<file path="src/rtl/mem_arbiter.sv">
// Arbitrates memory port B between a CPU (single read/write) and a display DMA
// (fixed-length read bursts). Also exposes a memory-mapped button register.
module mem_arbiter #(
  parameter int               WIDTH     = 16,
  parameter logic [WIDTH-1:0] IO_ADDR   = 16'hFFFF,
  parameter int               BURST_LEN = 4
) (
  input  logic             clk,
  input  logic             reset,
  input  logic             cpu_req,
  input  logic             cpu_we,
  input  logic [WIDTH-1:0] cpu_addr,
  input  logic [WIDTH-1:0] cpu_wdata,
  output logic             cpu_gnt,
  output logic             cpu_rvalid,
  output logic [WIDTH-1:0] cpu_rdata,
  input  logic             dma_req,
  input  logic [WIDTH-1:0] dma_addr,
  output logic             dma_gnt,
  output logic             dma_rvalid,
  output logic [WIDTH-1:0] dma_rdata,
  output logic             dma_done,
  input  logic             start,
  input  logic             left,
  input  logic             right,
  output logic             mem_we_b,
  output logic [WIDTH-1:0] mem_addr_b,
  output logic [WIDTH-1:0] mem_data_b,
  input  logic [WIDTH-1:0] mem_q_b
);

  localparam int               CNT_W     = (BURST_LEN > 1) ? $clog2(BURST_LEN) : 1;
  localparam logic [CNT_W-1:0] LAST_BEAT = CNT_W'(BURST_LEN - 1);

  typedef enum logic [1:0] {IDLE, CPU, DMA_BURST} state_t;

  state_t           state_q, state_d;
  logic             prefer_dma_q;
  logic [CNT_W-1:0] beat_q;
  logic [WIDTH-1:0] base_q;
  logic [WIDTH-1:0] addr_hold_q;
  logic [WIDTH-1:0] data_hold_q;
  logic [2:0]       btn_p0, btn_p1;
  logic             cpu_vld_p1, cpu_io_p1;
  logic             dma_vld_p1, dma_done_p1;
  logic             beat_act, last_beat;
  logic [WIDTH-1:0] beat_addr;

  // Buttons are active-low, packed {start, left, right}; start has priority.
  function automatic logic [1:0] button_code(input logic [2:0] btn);
    if (!btn[2]) return 2'd1;
    if (!btn[1]) return 2'd2;
    if (!btn[0]) return 2'd3;
    return 2'd0;
  endfunction

  // Grants are combinational and gated by reset so nothing is granted while it is held.
  always_comb begin
    state_d   = state_q;
    cpu_gnt   = 1'b0;
    dma_gnt   = 1'b0;
    beat_act  = 1'b0;
    last_beat = 1'b0;
    case (state_q)
      DMA_BURST: begin
        beat_act  = 1'b1;
        last_beat = (beat_q == LAST_BEAT);
        if (last_beat) state_d = IDLE;
      end
      default: begin
        state_d = IDLE;
        if (reset) begin
          if (cpu_req && (!dma_req || !prefer_dma_q)) begin
            cpu_gnt = 1'b1;
            state_d = CPU;
          end else if (dma_req) begin
            dma_gnt = 1'b1;
            state_d = DMA_BURST;
          end
        end
      end
    endcase
  end

  assign beat_addr  = base_q + WIDTH'(beat_q);
  assign mem_we_b   = cpu_gnt && cpu_we && (cpu_addr != IO_ADDR);
  assign mem_addr_b = cpu_gnt ? cpu_addr : (beat_act ? beat_addr : addr_hold_q);
  assign mem_data_b = cpu_gnt ? cpu_wdata : data_hold_q;

  // Stage p0 -> p1: issue cycle to return cycle (memory has one-cycle read latency)
  always_ff @(posedge clk or negedge reset) begin
    if (!reset) begin
      state_q      <= IDLE;
      prefer_dma_q <= 1'b0;
      beat_q       <= '0;
      base_q       <= '0;
      addr_hold_q  <= '0;
      data_hold_q  <= '0;
      btn_p0       <= '1;
      btn_p1       <= '1;
      cpu_vld_p1   <= 1'b0;
      cpu_io_p1    <= 1'b0;
      dma_vld_p1   <= 1'b0;
      dma_done_p1  <= 1'b0;
    end else begin
      state_q     <= state_d;
      btn_p0      <= {start, left, right};
      btn_p1      <= btn_p0;
      addr_hold_q <= mem_addr_b;
      if (cpu_gnt) begin
        prefer_dma_q <= 1'b1;
        data_hold_q  <= cpu_wdata;
      end else if (dma_gnt) begin
        prefer_dma_q <= 1'b0;
        base_q       <= dma_addr;
      end
      if (dma_gnt)       beat_q <= '0;
      else if (beat_act) beat_q <= last_beat ? '0 : beat_q + CNT_W'(1);
      cpu_vld_p1  <= cpu_gnt && !cpu_we;
      cpu_io_p1   <= cpu_gnt && (cpu_addr == IO_ADDR);
      dma_vld_p1  <= beat_act;
      dma_done_p1 <= last_beat;
    end
  end

  assign cpu_rvalid = cpu_vld_p1;
  assign cpu_rdata  = cpu_vld_p1 ? (cpu_io_p1 ? WIDTH'(button_code(btn_p1)) : mem_q_b) : '0;
  assign dma_rvalid = dma_vld_p1;
  assign dma_rdata  = dma_vld_p1 ? mem_q_b : '0;
  assign dma_done   = dma_done_p1;

endmodule

</file>
<file path="config.mk">
export PLATFORM = sky130hd
export DESIGN_NAME = mem_arbiter
export DESIGN_NICKNAME = d
export VERILOG_FILES = /design/src/rtl/mem_arbiter.sv
export SDC_FILE = /design/constraint.sdc
export NUM_CORES = 1
export LEC_CHECK = 0
export ABC_AREA = 1
export CAP_MARGIN = 20
export CORE_MARGIN = 4
export CORE_UTILIZATION = 25
export DETAILED_ROUTE_END_ITERATION = 16
export PLACE_DENSITY = 0.53
export SLEW_MARGIN = 20
export SYNTH_ARGS = -nofsm -noshare
export SYNTH_HDL_FRONTEND = slang
export SYNTH_SLANG_ARGS = --single-unit
</file>
<file path="constraint.sdc">
create_clock -name clk -period 2.1 [get_ports clk]
set_input_delay 0.63 -clock clk [delete_from_list [all_inputs] [get_ports clk]]
set_output_delay 0.63 -clock clk [all_outputs]
set_load 0.02 [all_outputs]
</file>
==> metrics.txt <==
# TYPE chip_impl_metric gauge
chip_impl_info{name="status",value="finished with violations"} 1
chip_impl_info{name="failed_checks",value="negative setup slack"} 1
chip_impl_metric{name="worst_skew_pair.late_latency",unit="ns"} 0.34
chip_impl_metric{name="overflow_after_grt",unit=""} 0
chip_impl_metric{name="synth.area.mux_share",unit="%"} 0
chip_impl_metric{name="share_comb_of_total_power",unit="%"} 62.3
chip_impl_metric{name="power_per_cell_area",unit="mW/mm2"} 1410
chip_impl_metric{name="yosys.area_share.simple",unit="%"} 32.5
chip_impl_metric{name="cts_buffers",unit=""} 9
chip_impl_metric{name="fp.dieH",unit="um"} 123
chip_impl_metric{name="p_int",unit="W"} 0.00576
chip_impl_metric{name="die_width",unit="um"} 123
chip_impl_metric{name="vias_in_the_first_global_route",unit=""} 3772
chip_impl_metric{name="synthDistinctLibCells",unit=""} 34
chip_impl_metric{name="layout_nets",unit=""} 776
chip_impl_metric{name="fmax",unit="GHz"} 0.359
chip_impl_metric{name="global_placement_routability_congestion",unit=""} 0.812
chip_impl_info{name="min_delay_worst_endpoint",value="btn_p1[2]$_DFF_PN1_"} 1
chip_impl_info{name="hold_start",value="btn_p0[2]$_DFF_PN1_"} 1
chip_impl_metric{name="power.ir.vdd_worst",unit="mV"} 0.991
chip_impl_info{name="critical_path.startpoint_type",value="register"} 1
chip_impl_metric{name="drc",unit=""} 0
chip_impl_metric{name="report.power.total",unit="W"} 0.00958
chip_impl_metric{name="critPathMaxFanout",unit=""} 4
chip_impl_metric{name="leakage",unit="nW"} 3.46
chip_impl_metric{name="cts_buffer_depth",unit=""} 2
chip_impl_metric{name="setup_viol_count_final",unit=""} 34
chip_impl_metric{name="synth_adder_area_share",unit="%"} 1.75
chip_impl_metric{name="number_of_max_slew_violations_in_the_final_report",unit=""} 0
chip_impl_metric{name="power.sequential.fraction",unit="%"} 21.9
chip_impl_metric{name="per_cell_routed_wire_length",unit="um"} 14.4
chip_impl_info{name="timing.rr.start",value="base_q[0]$_DFFE_PN0P_"} 1
chip_impl_metric{name="n_antenna_cell",unit=""} 0
chip_impl_info{name="final_cell_mix",value="102 x nand2_1, 102 x buf_4, 57 x dfrtp_1"} 1
chip_impl_metric{name="synth.yosys.seq_area_share",unit="%"} 48.1
chip_impl_metric{name="clkSinkCount",unit=""} 63
chip_impl_info{name="min_path_type",value="reg -> reg"} 1
chip_impl_info{name="clk_root_buffer_cell",value="clkbuf_16"} 1
chip_impl_metric{name="p_clk_share",unit="%"} 15.8
chip_impl_metric{name="final.min_clock_period",unit="ns"} 2.78
chip_impl_metric{name="detailedRoute.firstPassIterationCount",unit=""} 4
chip_impl_metric{name="post_drt_via_cell_ratio",unit=""} 4.31
chip_impl_info{name="worstReg2RegEnd",value="addr_hold_q[14]$_DFF_PN0_"} 1
chip_impl_info{name="unrepaired_setup_endpoints_after_global_routing",value="true"} 1
chip_impl_metric{name="clk_transition_reported_paths",unit="ns"} 0.05
chip_impl_metric{name="placeableCoreArea",unit="mm2"} 0.0128
chip_impl_metric{name="mapped_nets",unit=""} 507
chip_impl_metric{name="drt-initial-drc-count",unit=""} 116
chip_impl_metric{name="final_clock_period_utilization_by_the_worst_path",unit="%"} 132
chip_impl_metric{name="compound_gate_portion_of_the_synthesized_area",unit="%"} 7.10
chip_impl_metric{name="track_usage",unit="%"} 15.8
chip_impl_metric{name="maxSlewHeadroom",unit="%"} 43.3
chip_impl_metric{name="postLayoutSetupSlackWorst",unit="ns"} -0.682
chip_impl_metric{name="layout.core_utilization",unit="%"} 53.1
chip_impl_metric{name="grt_pass1_wl",unit="um"} 18300
chip_impl_metric{name="grt_antenna_before_repair",unit=""} 0
chip_impl_metric{name="synthToLayoutAreaGrowth",unit="%"} 106
chip_impl_metric{name="ff2ff_path_depth",unit=""} 13
chip_impl_metric{name="largest_net_degree_at_the_start_of_global_routing",unit=""} 64
chip_impl_metric{name="route.antenna.remaining_nets",unit=""} 0
chip_impl_metric{name="ys_seq_elements",unit=""} 63
chip_impl_metric{name="synth_area",unit="mm2"} 0.00329
chip_impl_metric{name="initial_core_util",unit="%"} 25.8
chip_impl_metric{name="switchingPower",unit="W"} 0.00382
chip_impl_metric{name="drv_cap",unit=""} 0
chip_impl_metric{name="synthesis.yosys.warnings",unit=""} 0
chip_impl_metric{name="hpwl",unit="um"} 8430
chip_impl_info{name="largest_family_of_logic_cells_by_synthesized_area",value="simple AND/OR/NAND/NOR gates"} 1
chip_impl_metric{name="min_delay_path_depth",unit=""} 0
chip_impl_info{name="setup.worst_path.class",value="reg -> out"} 1
chip_impl_metric{name="synth_xor_xnor_area_share",unit="%"} 1.06
chip_impl_metric{name="io_buffers",unit=""} 141
chip_impl_info{name="tritoncts",value="built"} 1
chip_impl_metric{name="postCtsHoldBufs",unit=""} 0
chip_impl_metric{name="hold_viol_final",unit=""} 0
chip_impl_metric{name="critical_path_required",unit="ns"} 1.47
chip_impl_metric{name="avgSynthCellArea",unit="um2"} 7.64
chip_impl_metric{name="fin_hold_ws",unit="ns"} 0.355
chip_impl_metric{name="clock_tree.htree_level_count",unit=""} 3
chip_impl_metric{name="worst-endpoint-arrival",unit="ns"} 2.15
chip_impl_info{name="synth_flop_cell",value="dfrtp_1"} 1
chip_impl_metric{name="timing.reg2reg.setup_slack",unit="ns"} 0.07
chip_impl_metric{name="postSynthCellCount",unit=""} 431
chip_impl_metric{name="timing_worst_slew_pin_value",unit="ns"} 0.850
chip_impl_metric{name="drive_gt1_share",unit="%"} 48.4
chip_impl_metric{name="fp.dieArea",unit="mm2"} 0.0151
chip_impl_metric{name="num_io_pins",unit=""} 142
chip_impl_metric{name="route.vias.total",unit=""} 3782
chip_impl_metric{name="rows",unit=""} 41
chip_impl_metric{name="synth-edff-count",unit=""} 0
chip_impl_metric{name="routed_wl",unit="um"} 12600
chip_impl_metric{name="switching_power_as_a_share_of_total_power",unit="%"} 39.9
chip_impl_metric{name="asyncSetResetFlopFracSynth",unit="%"} 100
chip_impl_metric{name="final.setup_skew",unit="ns"} 0.00493
chip_impl_metric{name="placement.setup.worst_slack",unit="ns"} -1.10
chip_impl_info{name="end_kind",value="output pin"} 1
-- registers in the layout, indices dropped and copies added (netlist names), 2 cells and up --
signal,flops
addr_hold_q,16
state_q,2
btn_p1,3
data_hold_q,16
beat_q,2
btn_p0,3
base_q,16
-- cell families after synthesis --
logic type,count (synthesis)
buffers and inverters,71
flip-flops,63
AO/OA/AOI/OAI,45
XOR/XNOR,4
adder cells (fa/ha/maj),4
AND/OR/NAND/NOR,244
-- power by group through the flow --
stage          logic, W  clock network (W)  registers, W
6_report        0.00596            0.00151       0.00210
3_5_place_dp    0.00436                  0       0.00203
2_1_floorplan   0.00212                  0       0.00199
3_3_place_gp    0.00434                  0       0.00202
5_1_grt         0.00641            0.00160       0.00217
4_1_cts         0.00510            0.00155       0.00203
-- repair_timing --
action / in CTS / in global routing
pin swaps: 46 / 42
gates cloned: 2 / 2
setup endpoints to repair: 68 / 51
setup buffers: 27 / 37
resized for setup: 419 / 110
-- critical path, cell delays in order, from the launching register on --
cell and delay [ns]:
dfrtp_1 0.36, ha_2 0.20, inv_2 0.04, fa_2 0.42, inv_2 0.09, nand2_4 0.06
nor2_4 0.15, nand2_2 0.09, a21oi_2 0.11, o21ai_1 0.08, nand2_2 0.10, buf_6 0.12
-- worst max-delay path by stage --
stage,startpoint,endpoint,slack (ns),cells past startpoint
2_1_floorplan,beat_q[0]$_DFFE_PN0P_,mem_addr_b[10],-0.07,10
3_3_place_gp,cpu_req,mem_data_b[7],-1.05,9
3_5_place_dp,dma_req,mem_data_b[6],-1.10,10
4_1_cts,base_q[0]$_DFFE_PN0P_,mem_addr_b[10],-0.71,11
5_1_grt,base_q[0]$_DFFE_PN0P_,mem_addr_b[10],-0.80,11
6_report,base_q[0]$_DFFE_PN0P_,mem_addr_b[10],-0.68,11
-- Yosys cell counts (2+ instances only) --
cell	instances	area, um2
clkbuf_1	3	11.3
xnor2_1	2	17.5
nor2_2	5	31.3
dfstp_2	6	158
dfrtp_1	57	1430
xor2_1	2	17.5
nor2_1	32	120
nand2_4	5	56.3
nand2_1	165	619
nor2_4	3	33.8
inv_2	2	7.51
a21oi_1	7	35.0
buf_2	6	30.0
nand4_1	7	43.8
nand2_2	6	37.5
o21ai_0	25	125
o21ai_1	9	45.0
inv_1	53	199
nand3_1	15	75.1
buf_6	4	45.0
nor3_1	2	10.0
ha_1	3	37.5
-- metal layers --
metal	track usage, %	up-vias	wire, um
li1	-	1863	-
met1	18.3	1777	4910
met2	27.0	121	6350
met3	4.52	21	1060
met4	6.93	0	283
met5	0	-	0
-- cell type report --
class                   count  area [um2]
clock buffers              12         256
clock inverters             4        45.0
fillers                  1168        6000
inverters                  56         228
multi-input cells         297        1920
flip-flops and latches     63        1580
well taps                 172         215
repair buffers            272        2520
repair inverters            1        8.76
-- through the flow --
step / cell area, um2 / TNS, ns / cells
finish: 6780 / -14.69 / 877
global route: 6780 / -17.11 / 877
CTS: 6200 / -14.42 / 841
detailed placement: 5420 / -49.74 / 796
global placement: 5420 / -47.90 / 796
floorplan: 3320 / -0.255 / 431
Power figures use the tool's default switching activity.
